===== src/rtl/ram_arb_pkg.sv =====
// ram_arb_pkg: shared response record and LFSR constants for the RAM port arbiter
package ram_arb_pkg;
  localparam int ID_W = 3;
  localparam logic [15:0] LFSR_SEED = 16'hACE1;
  localparam logic [15:0] LFSR_TAPS = 16'hB400;
  typedef struct packed {
    logic valid;
    logic [ID_W-1:0] id;
    logic we;
  } resp_t;
  function automatic logic [15:0] lfsr_next(input logic [15:0] s);
    return {s[14:0], ^(s & LFSR_TAPS)};
  endfunction
endpackage


===== src/rtl/ram_arb_rr.sv =====
// ram_arb_rr: round-robin pointer with rotate-priority one-hot select
module ram_arb_rr #(
  parameter int NUM_REQ = 2,
  localparam int IW = $clog2(NUM_REQ)
) (
  input  logic clk_i,
  input  logic rst_ni,
  input  logic [NUM_REQ-1:0] req,
  input  logic stall,
  output logic [NUM_REQ-1:0] gnt,
  output logic [IW-1:0] idx,
  output logic valid
);
  localparam logic [IW:0] LAST = (IW+1)'(NUM_REQ - 1);
  logic [IW-1:0] ptr;
  logic [IW:0] j;
  always_comb begin
    gnt = '0;
    idx = '0;
    valid = 1'b0;
    j = '0;
    for (int i = 0; i < NUM_REQ; i++) begin
      j = {1'b0, ptr} + (IW+1)'(i);
      j = j > LAST ? j - (IW+1)'(NUM_REQ) : j;
      if (!valid && !stall && req[j[IW-1:0]]) begin
        valid = 1'b1;
        gnt[j[IW-1:0]] = 1'b1;
        idx = j[IW-1:0];
      end
    end
  end
  always_ff @(posedge clk_i)
    if (!rst_ni) ptr <= '0;
    else if (valid) ptr <= ({1'b0, idx} == LAST) ? '0 : idx + 1'b1;
endmodule


===== src/rtl/ram_port_arbiter.sv =====
// ram_port_arbiter: round-robin sharing of one RAM port between NUM_REQ OBI-style requesters
// Define RAM_ARB_STALL_EN to insert LFSR-driven random grant stalls.
module ram_port_arbiter
  import ram_arb_pkg::*;
#(
  parameter int NUM_REQ = 2,
  parameter int ADDR_WIDTH = 8
) (
  input  logic clk_i,
  input  logic rst_ni,
  input  logic [NUM_REQ-1:0] req_i,
  output logic [NUM_REQ-1:0] gnt_o,
  input  logic [NUM_REQ*ADDR_WIDTH-1:0] addr_i,
  input  logic [NUM_REQ-1:0] we_i,
  input  logic [NUM_REQ*4-1:0] be_i,
  input  logic [NUM_REQ*32-1:0] wdata_i,
  output logic [NUM_REQ-1:0] rvalid_o,
  output logic [31:0] rdata_o,
  output logic ram_en_o,
  output logic [ADDR_WIDTH-1:0] ram_addr_o,
  output logic [31:0] ram_wdata_o,
  output logic ram_we_o,
  output logic [3:0] ram_be_o,
  input  logic [31:0] ram_rdata_i
);
  localparam int IW = $clog2(NUM_REQ);
  logic stall, valid;
  logic [IW-1:0] idx;
  resp_t resp;
  logic [ADDR_WIDTH-1:0] addr_a [NUM_REQ];
  logic [3:0] be_a [NUM_REQ];
  logic [31:0] wdata_a [NUM_REQ];
  for (genvar i = 0; i < NUM_REQ; i++) begin : g_req
    assign addr_a[i] = addr_i[i*ADDR_WIDTH +: ADDR_WIDTH];
    assign be_a[i] = be_i[i*4 +: 4];
    assign wdata_a[i] = wdata_i[i*32 +: 32];
    assign rvalid_o[i] = rst_ni && resp.valid && resp.id == ID_W'(i);
  end
`ifdef RAM_ARB_STALL_EN
  logic [15:0] lfsr;
  always_ff @(posedge clk_i) lfsr <= !rst_ni ? LFSR_SEED : lfsr_next(lfsr);
  assign stall = !rst_ni || lfsr[0];
`else
  assign stall = !rst_ni;
`endif
  ram_arb_rr #(.NUM_REQ(NUM_REQ)) u_rr (
    .clk_i(clk_i),
    .rst_ni(rst_ni),
    .req(req_i),
    .stall(stall),
    .gnt(gnt_o),
    .idx(idx),
    .valid(valid)
  );
  assign ram_en_o = valid;
  assign ram_addr_o = valid ? addr_a[idx] : '0;
  assign ram_wdata_o = valid ? wdata_a[idx] : '0;
  assign ram_be_o = valid ? be_a[idx] : '0;
  assign ram_we_o = valid && we_i[idx];
  // response is discarded by reset even if it was already registered
  always_ff @(posedge clk_i)
    if (!rst_ni) resp <= '0;
    else begin
      resp.valid <= valid;
      resp.id <= ID_W'(idx);
      resp.we <= we_i[idx];
    end
  assign rdata_o = (rst_ni && resp.valid && !resp.we) ? ram_rdata_i : '0;
endmodule


===== config.mk =====
export PLATFORM = sky130hd
export DESIGN_NAME = ram_port_arbiter
export DESIGN_NICKNAME = d
export VERILOG_FILES = /design/src/rtl/ram_arb_pkg.sv /design/src/rtl/ram_arb_rr.sv /design/src/rtl/ram_port_arbiter.sv
export SDC_FILE = /design/constraint.sdc
export NUM_CORES = 1
export LEC_CHECK = 0
export ABC_CLOCK_PERIOD_IN_PS = 1350
export BUFFER_PORTS_ARGS = -buffer_cell sky130_fd_sc_hd__buf_2
export CAP_MARGIN = 40
export CORE_AREA = 2 2 81 83
export DETAILED_ROUTE_END_ITERATION = 7
export DIE_AREA = 0 0 83 85
export GPL_TIMING_DRIVEN = 0
export HOLD_SLACK_MARGIN = 0.12
export PLACE_DENSITY_LB_ADDON = 0.3
export SLEW_MARGIN = 20
export SYNTH_ARGS = -nofsm -noshare
export SYNTH_HDL_FRONTEND = slang
export SYNTH_SLANG_ARGS = --single-unit

===== constraint.sdc =====
create_clock -name clk_i -period 1.35 [get_ports clk_i]
set_input_delay 0.0675 -clock clk_i [delete_from_list [all_inputs] [get_ports clk_i]]
set_output_delay 0.0675 -clock clk_i [all_outputs]
set_load 0.01 [all_outputs]

# [Word-level counts from Yosys, hierarchy flattened]
# Cells that the tools add are included.
[totals] regBits=6 input_bits=126 output_inout_bits=82
[classes] addsub=4 order_cmp=8 eq_ne=1 mux=32 bitwise=2 reduce_logical=13
[ops] operator="32-bit two-way mux" count=5
[ops] operator="8-bit two-way mux" count=4
[ops] operator="4-bit two-way mux" count=4
[ops] operator="1-bit two-way mux" count=15
[ops] operator="1-bit logical AND" count=10
[ops] operator="1-bit by 2-bit < comparator with 1-bit output (second input constant)" count=3
[ops] operator="2-bit two-way mux" count=2
[ops] operator="3-bit by 1-bit equality test with 1-bit output (second input constant)" count=1
[ops] operator="3-bit zero test" count=1
[ops] operator="1-bit by 1-bit adder with 2-bit output (second input constant)" count=1
[ops] operator="1-bit demux with 1-bit select" count=2
[ops] operator="1-bit >= comparator (second input constant)" count=2
[ops] operator="2-bit >= comparator (second input constant)" count=1
[ops] operator="2-bit by 1-bit greater-than comparator with 1-bit output (second input constant)" count=1
[ops] operator="1-bit zero test" count=2
[ops] operator="1-bit NOT with 2-bit output" count=1
[ops] operator="2-bit bitwise OR" count=1
[ops] operator="1-bit subtractor (second input constant)" count=2
[ops] operator="1-bit adder (second input constant)" count=1
[ops] operator="1-bit greater-than comparator (second input constant)" count=1

# [Longest topological paths before layout]
# Gate-level depths: netlist of the first run.
[logic_depth] depth_word=15 mapped_depth=5

# [Hierarchy]
# From an unflattened synthesis of the first run, not the netlist that was laid out.
[unflattened] hier_cells=157 area_unflattened_um2=1261.2
[modules_own_cells] module="ram_port_arbiter" instances=1 cells_per_inst=146 area_each_um2=1181.1 seq_area_each_um2=60.1
[modules_own_cells] module="ram_arb_rr" instances=1 cells_per_inst=11 area_each_um2=80.1 seq_area_each_um2=20.0

# [Least setup slack after synthesis of the first run]
# OpenSTA, ideal clock, no wires.
[synth_path] kind="register to output" startpoint="register u_rr.ptr" endpoint="output port ram_wdata_o[15]" arrival_ns=1.009 t_required_ns=1.283 slack_ns=0.274 stages_incl_launch_ff=5 n_path_buf=1 path_cell_list="dfxtp_1 -> nand2_1 -> nand2_1 -> clkbuf_1 -> o22ai_1"
[synth_via] elab_chain_len=15 elab_cells_between_ends=24 classes_between="3 x add/sub; 2 x order compare; 14 x mux; 1 x bitwise; 4 x reduce/logical"
[synth_lines] item="from (decl)" line_no="ram_arb_rr.sv:15" rtl="logic [IW-1:0] ptr;"
[synth_lines] item="from (signal assigned)" line_no="ram_arb_rr.sv:34" rtl="else if (valid) ptr <= ({1'b0, idx} == LAST) ? '0 : idx + 1'b1;"
[synth_lines] item="1-bit subtractor or 1-bit greater-than comparator (tied branches)" line_no="ram_arb_rr.sv:24" rtl="j = j > LAST ? j - (IW+1)'(NUM_REQ) : j;"
[synth_lines] item="1-bit two-way mux" line_no="ram_arb_rr.sv:24"
[synth_lines] item="1-bit two-way mux (not written as such) (2 in a row)" line_no="ram_arb_rr.sv:25" rtl="if (!valid && !stall && req[j[IW-1:0]]) begin"
[synth_lines] item="1-bit logical AND" line_no="ram_arb_rr.sv:25"
[synth_lines] item="1-bit two-way mux" line_no="ram_arb_rr.sv:25"
[synth_lines] item="1-bit zero test" line_no="ram_arb_rr.sv:25"
[synth_lines] item="1-bit logical AND (2 in a row)" line_no="ram_arb_rr.sv:25"
[synth_lines] item="1-bit two-way mux" line_no="ram_arb_rr.sv:25"
[synth_lines] item="1-bit NOT with 2-bit output (not written as such)" line_no="ram_port_arbiter.sv:57" rtl="assign ram_wdata_o = valid ? wdata_a[idx] : '0;"
[synth_lines] item="32-bit two-way mux (not written as such) (3 in a row)" line_no="ram_port_arbiter.sv:57"
[synth_lines] item="32-bit two-way mux *" line_no="ram_port_arbiter.sv:57"
[synth_lines] item="to (decl)" line_no="ram_port_arbiter.sv:21" rtl="output logic [31:0] ram_wdata_o,"
# Mark *: on every way between the ends. The rest lies on a longest branch, timed or not. The select of a mux whose other input is x is not followed.

# [Final worst setup path of the first run]
[layout_path] startpoint="register u_rr.ptr" endpoint="output port ram_wdata_o[13]"
# The elaborated chain is that of the path after synthesis.

==> flow_summary.yaml, run 1 <==
timing:
  rsz0062_at_grt: "true"
  drv_slew: 0
  finalCritPeriodShare: 0.976
  hold_violations: 0
  slew_headroom: 0.601
  period_needed_ns: 1.32
  finalSetupTns_ns: 0
  fmaxAchievable_mhz: 759
  hold_slack_ns: 0.146
  setup_viol: 0
  fin_skew_ns: 0.00142
  worst_pin_slew_ns: 0.599
place:
  place.gp.congestion: 0.808
  dp_hpwl_um: 5030
  numPortBuffers: 207
  place_area_um2: 2230
  dpl.cell_count: 495
layout:
  drive_above_1_share: 0.658
  stdcell_count: 507
  regArea_um2: 85.1
  synthToLayoutAreaGrowth_pct: 151
  design_area_um2: 2770
  fillers: 617
  antennaDiodeCount: 0
  nets: 558
  multi_input_comb_area_um2: 1060
floorplanning:
  start_util: 0.178
  fp.dieArea_um2: 7060
  io_pins: 208
  fp.dieW_um: 83
  fp.coreArea_um2: 6200
  num_rows: 29
  die_h_um: 85
logic_synthesis:
  yosys-top-cells-count: "nand2_1 (93), o22ai_1 (45), and2_1 (32)"
  netlist_instances: 211
  synth_edf_count: 0
  synthTopCellsByArea: "nand2_1 (32%), o22ai_1 (26%), and2_1 (18%)"
  syn_avg_cell_area_um2: 5.22
  synthMostInstantiatedCell: "nand2_1"
  synthesis.nets: 337
  seq_area_frac_synth: 0.0726
  yosysWarningCount: 0
  ys_types: 14
  synthesis.area_um2: 1100
  synth-seq-cells: 4
  synth_ff_type: "dfxtp_1"
  synth_top_area_frac: 0.317
  yosys.area.top_type: "nand2_1"
  synthArstFlopShare: 0
global_routing:
  grt_antenna_before_repair: 0
  use_met3: 0.0321
  grt_pass1_vias: 2069
  grt_overflow_total: 0
  grt_first_pass_wirelength_um: 9490
  use_met1: 0.163
  grt_use_total: 0.162
  grt_max_degree: 11
  top_usage_layer: "met2"
  grt_use_met2: 0.335
route:
  wl_per_cell_um: 13.6
  wl_um: 6880
  via_per_inst: 4.53
  first_pass_iters: 4
  remaining_drc_errors: 0
  ant_nets: 0
  drt_iter0_markers: 42
  vias: 2299
critical_path:
  critPathKind: "flop to output port"
  max_stage_delay_ns: 0.37
  end_kind: "output port"
  crit_chain: "o21ai_4, buf_6, buf_8, o22ai_2, buf_2"
  arrival_ns: 1.25
  startpoint_type: "flop"
  critical_path_required_ns: 1.28
  crit-reg2reg-capture: "resp[0]"
  r2r-start: "u_rr.ptr"
  reg2reg_depth: 4
  r2r_setup_slack_ns: 0.30
  worst-path-max-fanout: 10
  endpoint: "ram_wdata_o[13]"
  slowest_stage: "dfxtp_4"
  setup.worst_path.start: "u_rr.ptr"
clock_network:
  root_buffer: "clkbuf_8"
  cts_buffer_depth: 2
  cts_hold_buf: 0
  clkTransAtPathRegs_ns: 0.03
  clk_latency_ns: 0.21
  cts_buffers: 3
  cts_tree: "done"
  cts_sinks: 4
  h-tree-depth: 1
outcome:
  status: "completed"
pwr:
  ir_drop_uv: 265
  power_mw: 1.24
  p_per_area_nw_per_um2: 450
  power_leakage_nw: 1.61
flow_run:
  max_cap_violations: 0
min_path:
  holdCritPathClass: "input pin to flop"
-- sequential cells by signal (all words and copies together) (netlist names) --
signal    flops
resp          3
u_rr.ptr      1
-- placed cells by master (no fill, tap or decap) --
cell type and count:
nand2_2 1, dfxtp_1 2, clkbuf_1 1, and2_1 3
buf_4 6, o22ai_4 1, buf_8 2, and3_1 1
nand2_1 91, o22ai_1 39, dfxtp_2 1, nor3b_4 1
nand2_4 2, buf_6 41, inv_2 2, clkbuf_8 3
clkbuf_4 1, mux2i_1 1, o22ai_2 5, dfxtp_4 1
and2_4 29, buf_2 186, o21ai_4 1, o21ai_0 1
nor2_1 8
-- critical path: cells and delay by family, from the launching register on --
family | cells | cell delay (ns)
buffers and inverters | 3 | 0.43
AO/OA/AOI/OAI | 2 | 0.23
flip-flops | 1 | 0.37
-- metal layers --
layer / wire length (µm) / share of wire
met5: 0 / 0
met3: 601 / 0.087
met1: 2430 / 0.35
met4: 114 / 0.017
met2: 3730 / 0.54
-- cells by family (layout without fill, tap and decap cells) --
logic type             Yosys count  count (layout)  share of synthesized area
and+or+nand+nor                135             136                      0.543
buffers and inverters           24             242                      0.111
AOI/OAI and AO/OA               47              47                      0.264
muxes                            1               1                    0.00908
DFF                              4               4                     0.0726
-- report_power, final --
| part | switching (mW) | leakage [nW] | internal, mW |
|---|---|---|---|
| clock | 0.0567 | 0.0216 | 0.190 |
| sequential | 0.00752 | 0.0340 | 0.128 |
| combinational | 0.412 | 1.55 | 0.451 |
-- metrics by stage --
stage	utilization	setup WS, ns
6_report	0.446	0.0321
5_1_grt	0.446	-0.0297
4_1_cts	0.385	-0.0122
3_5_place_dp	0.360	-0.140
3_3_place_gp	0.360	-0.0984
2_1_floorplan	-	0.274
-- cell type report --
cell class,count,share of cell area
plain buffers,22,0.0652
clock buffers,3,0.0149
inverters,2,0.00271
multi-input cells,184,0.382
flip-flops and latches,4,0.0308
well taps,77,0.0348
repair buffers,215,0.470
-- worst min-delay path by stage --
stage	to	start	depth (start not counted)	slack, ns
floorplan	resp[4]	req_i[1]	2	0.19
global placement	resp[4]	req_i[1]	3	0.32
detailed placement	resp[4]	req_i[1]	3	0.33
CTS	resp[4]	req_i[1]	3	0.12
global route	resp[0]	we_i[0]	3	0.16
finish	resp[0]	we_i[0]	3	0.15
-- repair_timing --
item,4_1_cts,5_1_grt
resized for setup,23,84
pin swaps,1,25
setup endpoints to repair,70,73
cloned,1,3
setup buffers,4,1
Power figures use the tool's default switching activity.
==> run 2: changes to the inputs <==
--- a/config.mk
+++ b/config.mk
@@ -5,12 +5,12 @@
 export SDC_FILE = /design/constraint.sdc
 export NUM_CORES = 1
 export LEC_CHECK = 0
-export ABC_CLOCK_PERIOD_IN_PS = 1350
+export ABC_CLOCK_PERIOD_IN_PS = 1100
 export BUFFER_PORTS_ARGS = -buffer_cell sky130_fd_sc_hd__buf_2
 export CAP_MARGIN = 40
-export CORE_AREA = 2 2 81 83
+export CORE_AREA = 2 2 80 82
 export DETAILED_ROUTE_END_ITERATION = 7
-export DIE_AREA = 0 0 83 85
+export DIE_AREA = 0 0 82 84
 export GPL_TIMING_DRIVEN = 0
 export HOLD_SLACK_MARGIN = 0.12
 export PLACE_DENSITY_LB_ADDON = 0.3
==> constraint.sdc (replaced) <==
create_clock -name clk_i -period 1.1 [get_ports clk_i]
set_input_delay 0.055 -clock clk_i [delete_from_list [all_inputs] [get_ports clk_i]]
set_output_delay 0.055 -clock clk_i [all_outputs]
set_load 0.01 [all_outputs]
==> flow_summary.yaml, run 2 (synthesized netlist as in run 1, its figures left out) <==
outcome:
  status: "finished with violations"
  violations: "negative setup slack"
critical_path:
  r2r-start: "u_rr.ptr"
  endpoint: "ram_wdata_o[15]"
  end_kind: "output port"
  worst-path-max-fanout: 6
  startpoint_type: "flop"
  r2r_setup_slack_ns: 0
  arrival_ns: 1.30
  critical_path_required_ns: 1.04
  setup.worst_path.start: "u_rr.ptr"
  crit-reg2reg-capture: "resp[0]"
  critPathKind: "flop to output port"
  reg2reg_depth: 4
layout:
  largest_reg_flops: 3
  reg_top3: "resp (3), u_rr.ptr (1)"
  multi_input_comb_area_um2: 1190
  regArea_um2: 85.1
  fillers: 603
  largest-register: "resp"
  drive_above_1_share: 0.719
  nets: 566
  synthToLayoutAreaGrowth_pct: 177
  final_cell_mix: "buf_2 (181), nand2_1 (91), buf_6 (48)"
  antennaDiodeCount: 0
  final_common_cell: "buf_2"
pwr:
  power_leakage_nw: 1.70
  p_per_area_nw_per_um2: 558
  power_mw: 1.70
  ir_drop_uv: 255
floorplanning:
  start_util: 0.181
  fp.coreArea_um2: 6100
  die_h_um: 84
  fp.dieArea_um2: 6890
  num_rows: 29
  fp.dieW_um: 82
  io_pins: 208
timing:
  period_needed_ns: 1.35
  setup_slack_ns: -0.252
  finalCritPeriodShare: 1.23
  fin_skew_ns: 0.00174
  slew_headroom: 0.675
  hold_violations: 0
  setup_viol: 79
  rsz0062_at_grt: "true"
  worst_pin_slew_ns: 0.488
  drv_slew: 0
  fmaxAchievable_mhz: 740
global_routing:
  grt_first_pass_wirelength_um: 10700
  grt_max_degree: 11
  grt_antenna_before_repair: 0
  grt_pass1_vias: 2230
  grt_use_total: 0.200
  grt_overflow_total: 0
place:
  numPortBuffers: 207
  place.gp.congestion: 0.782
  dp_slack_ns: -0.330
  dp_hpwl_um: 5250
clock_network:
  cts_tree: "done"
  cts_buffer_depth: 2
  cts_buffers: 3
  h-tree-depth: 1
  cts_hold_buf: 0
  cts_sinks: 4
  root_buffer: "clkbuf_8"
  clk_latency_ns: 0.22
  clkTransAtPathRegs_ns: 0.03
route:
  wl_per_cell_um: 15.2
  wl_um: 7820
  ant_nets: 0
  via_per_inst: 4.64
  remaining_drc_errors: 0
  first_pass_iters: 6
  vias: 2391
  drt_iter0_markers: 47
min_path:
  holdCritPathClass: "input pin to flop"
flow_run:
  max_cap_violations: 0
run 2: cell count changes in the layout (fill, tap and decap cells not counted), moves of 2 or more:
| cell | before | now |
|---|---|---|
| o22ai_2 | 5 | 27 |
| buf_2 | 186 | 181 |
| and2_1 | 3 | 1 |
| buf_4 | 6 | 9 |
| o22ai_1 | 39 | 17 |
| and2_4 | 29 | 31 |
| buf_6 | 41 | 48 |
run 2: cell type report:
| type | instances | share of cell area |
|---|---|---|
| clock buffers | 3 | 0.0135 |
| flip-flops and latches | 4 | 0.0279 |
| well taps | 77 | 0.0316 |
| repair buffers | 224 | 0.465 |
| inverters | 2 | 0.00246 |
| plain buffers | 22 | 0.0698 |
| multi-input cells | 183 | 0.390 |
run 2: critical path: stages (launching register included):
cell and delay, ns:
dfxtp_4 0.35, o21ai_4 0.18, buf_8 0.17, buf_6 0.14, o22ai_2 0.08, buf_2 0.14
run 2: routing by layer:
layer,wire (µm),part of all wire,track usage
met5,0,0,0
met4,74,0.0095,0.0530
met3,628,0.080,0.0346
met2,4210,0.54,0.390
met1,2900,0.37,0.210
run 2: stage by stage:
stage               utilization  TNS [ns]  cells  instance area, µm²  hold slack [ns]
floorplan                     -         0    211                1100            0.181
global placement          0.367     -9.81    495                2230            0.320
detailed placement        0.367    -10.64    495                2230            0.328
CTS                       0.468    -13.97    515                2850            0.148
global route              0.500    -19.95    515                3050            0.182
finish                    0.500    -15.68    515                3050            0.158
run 2: timing repair:
item                                    CTS  global route
endpoints found under the setup margin   80            82
gates resized for setup                 105            47
cloned                                    8             0
buffers inserted                          9             1
pin swaps                                51             4
run 2: how the worst min path moves through the flow:
stage,from,to,slack (ns),cells after the start
global route,rst_ni,resp[1],0.18,3
detailed placement,req_i[1],resp[4],0.33,3
finish,rst_ni,resp[4],0.16,3
floorplan,req_i[1],resp[4],0.18,2
global placement,req_i[1],resp[4],0.32,3
CTS,req_i[1],resp[4],0.15,3
run 2: where the power goes:
group          total [mW]  switching (mW)  internal (mW)
registers           0.166         0.00942          0.157
logic                1.21           0.567          0.644
clock network       0.324          0.0896          0.234
total                1.70           0.666           1.04
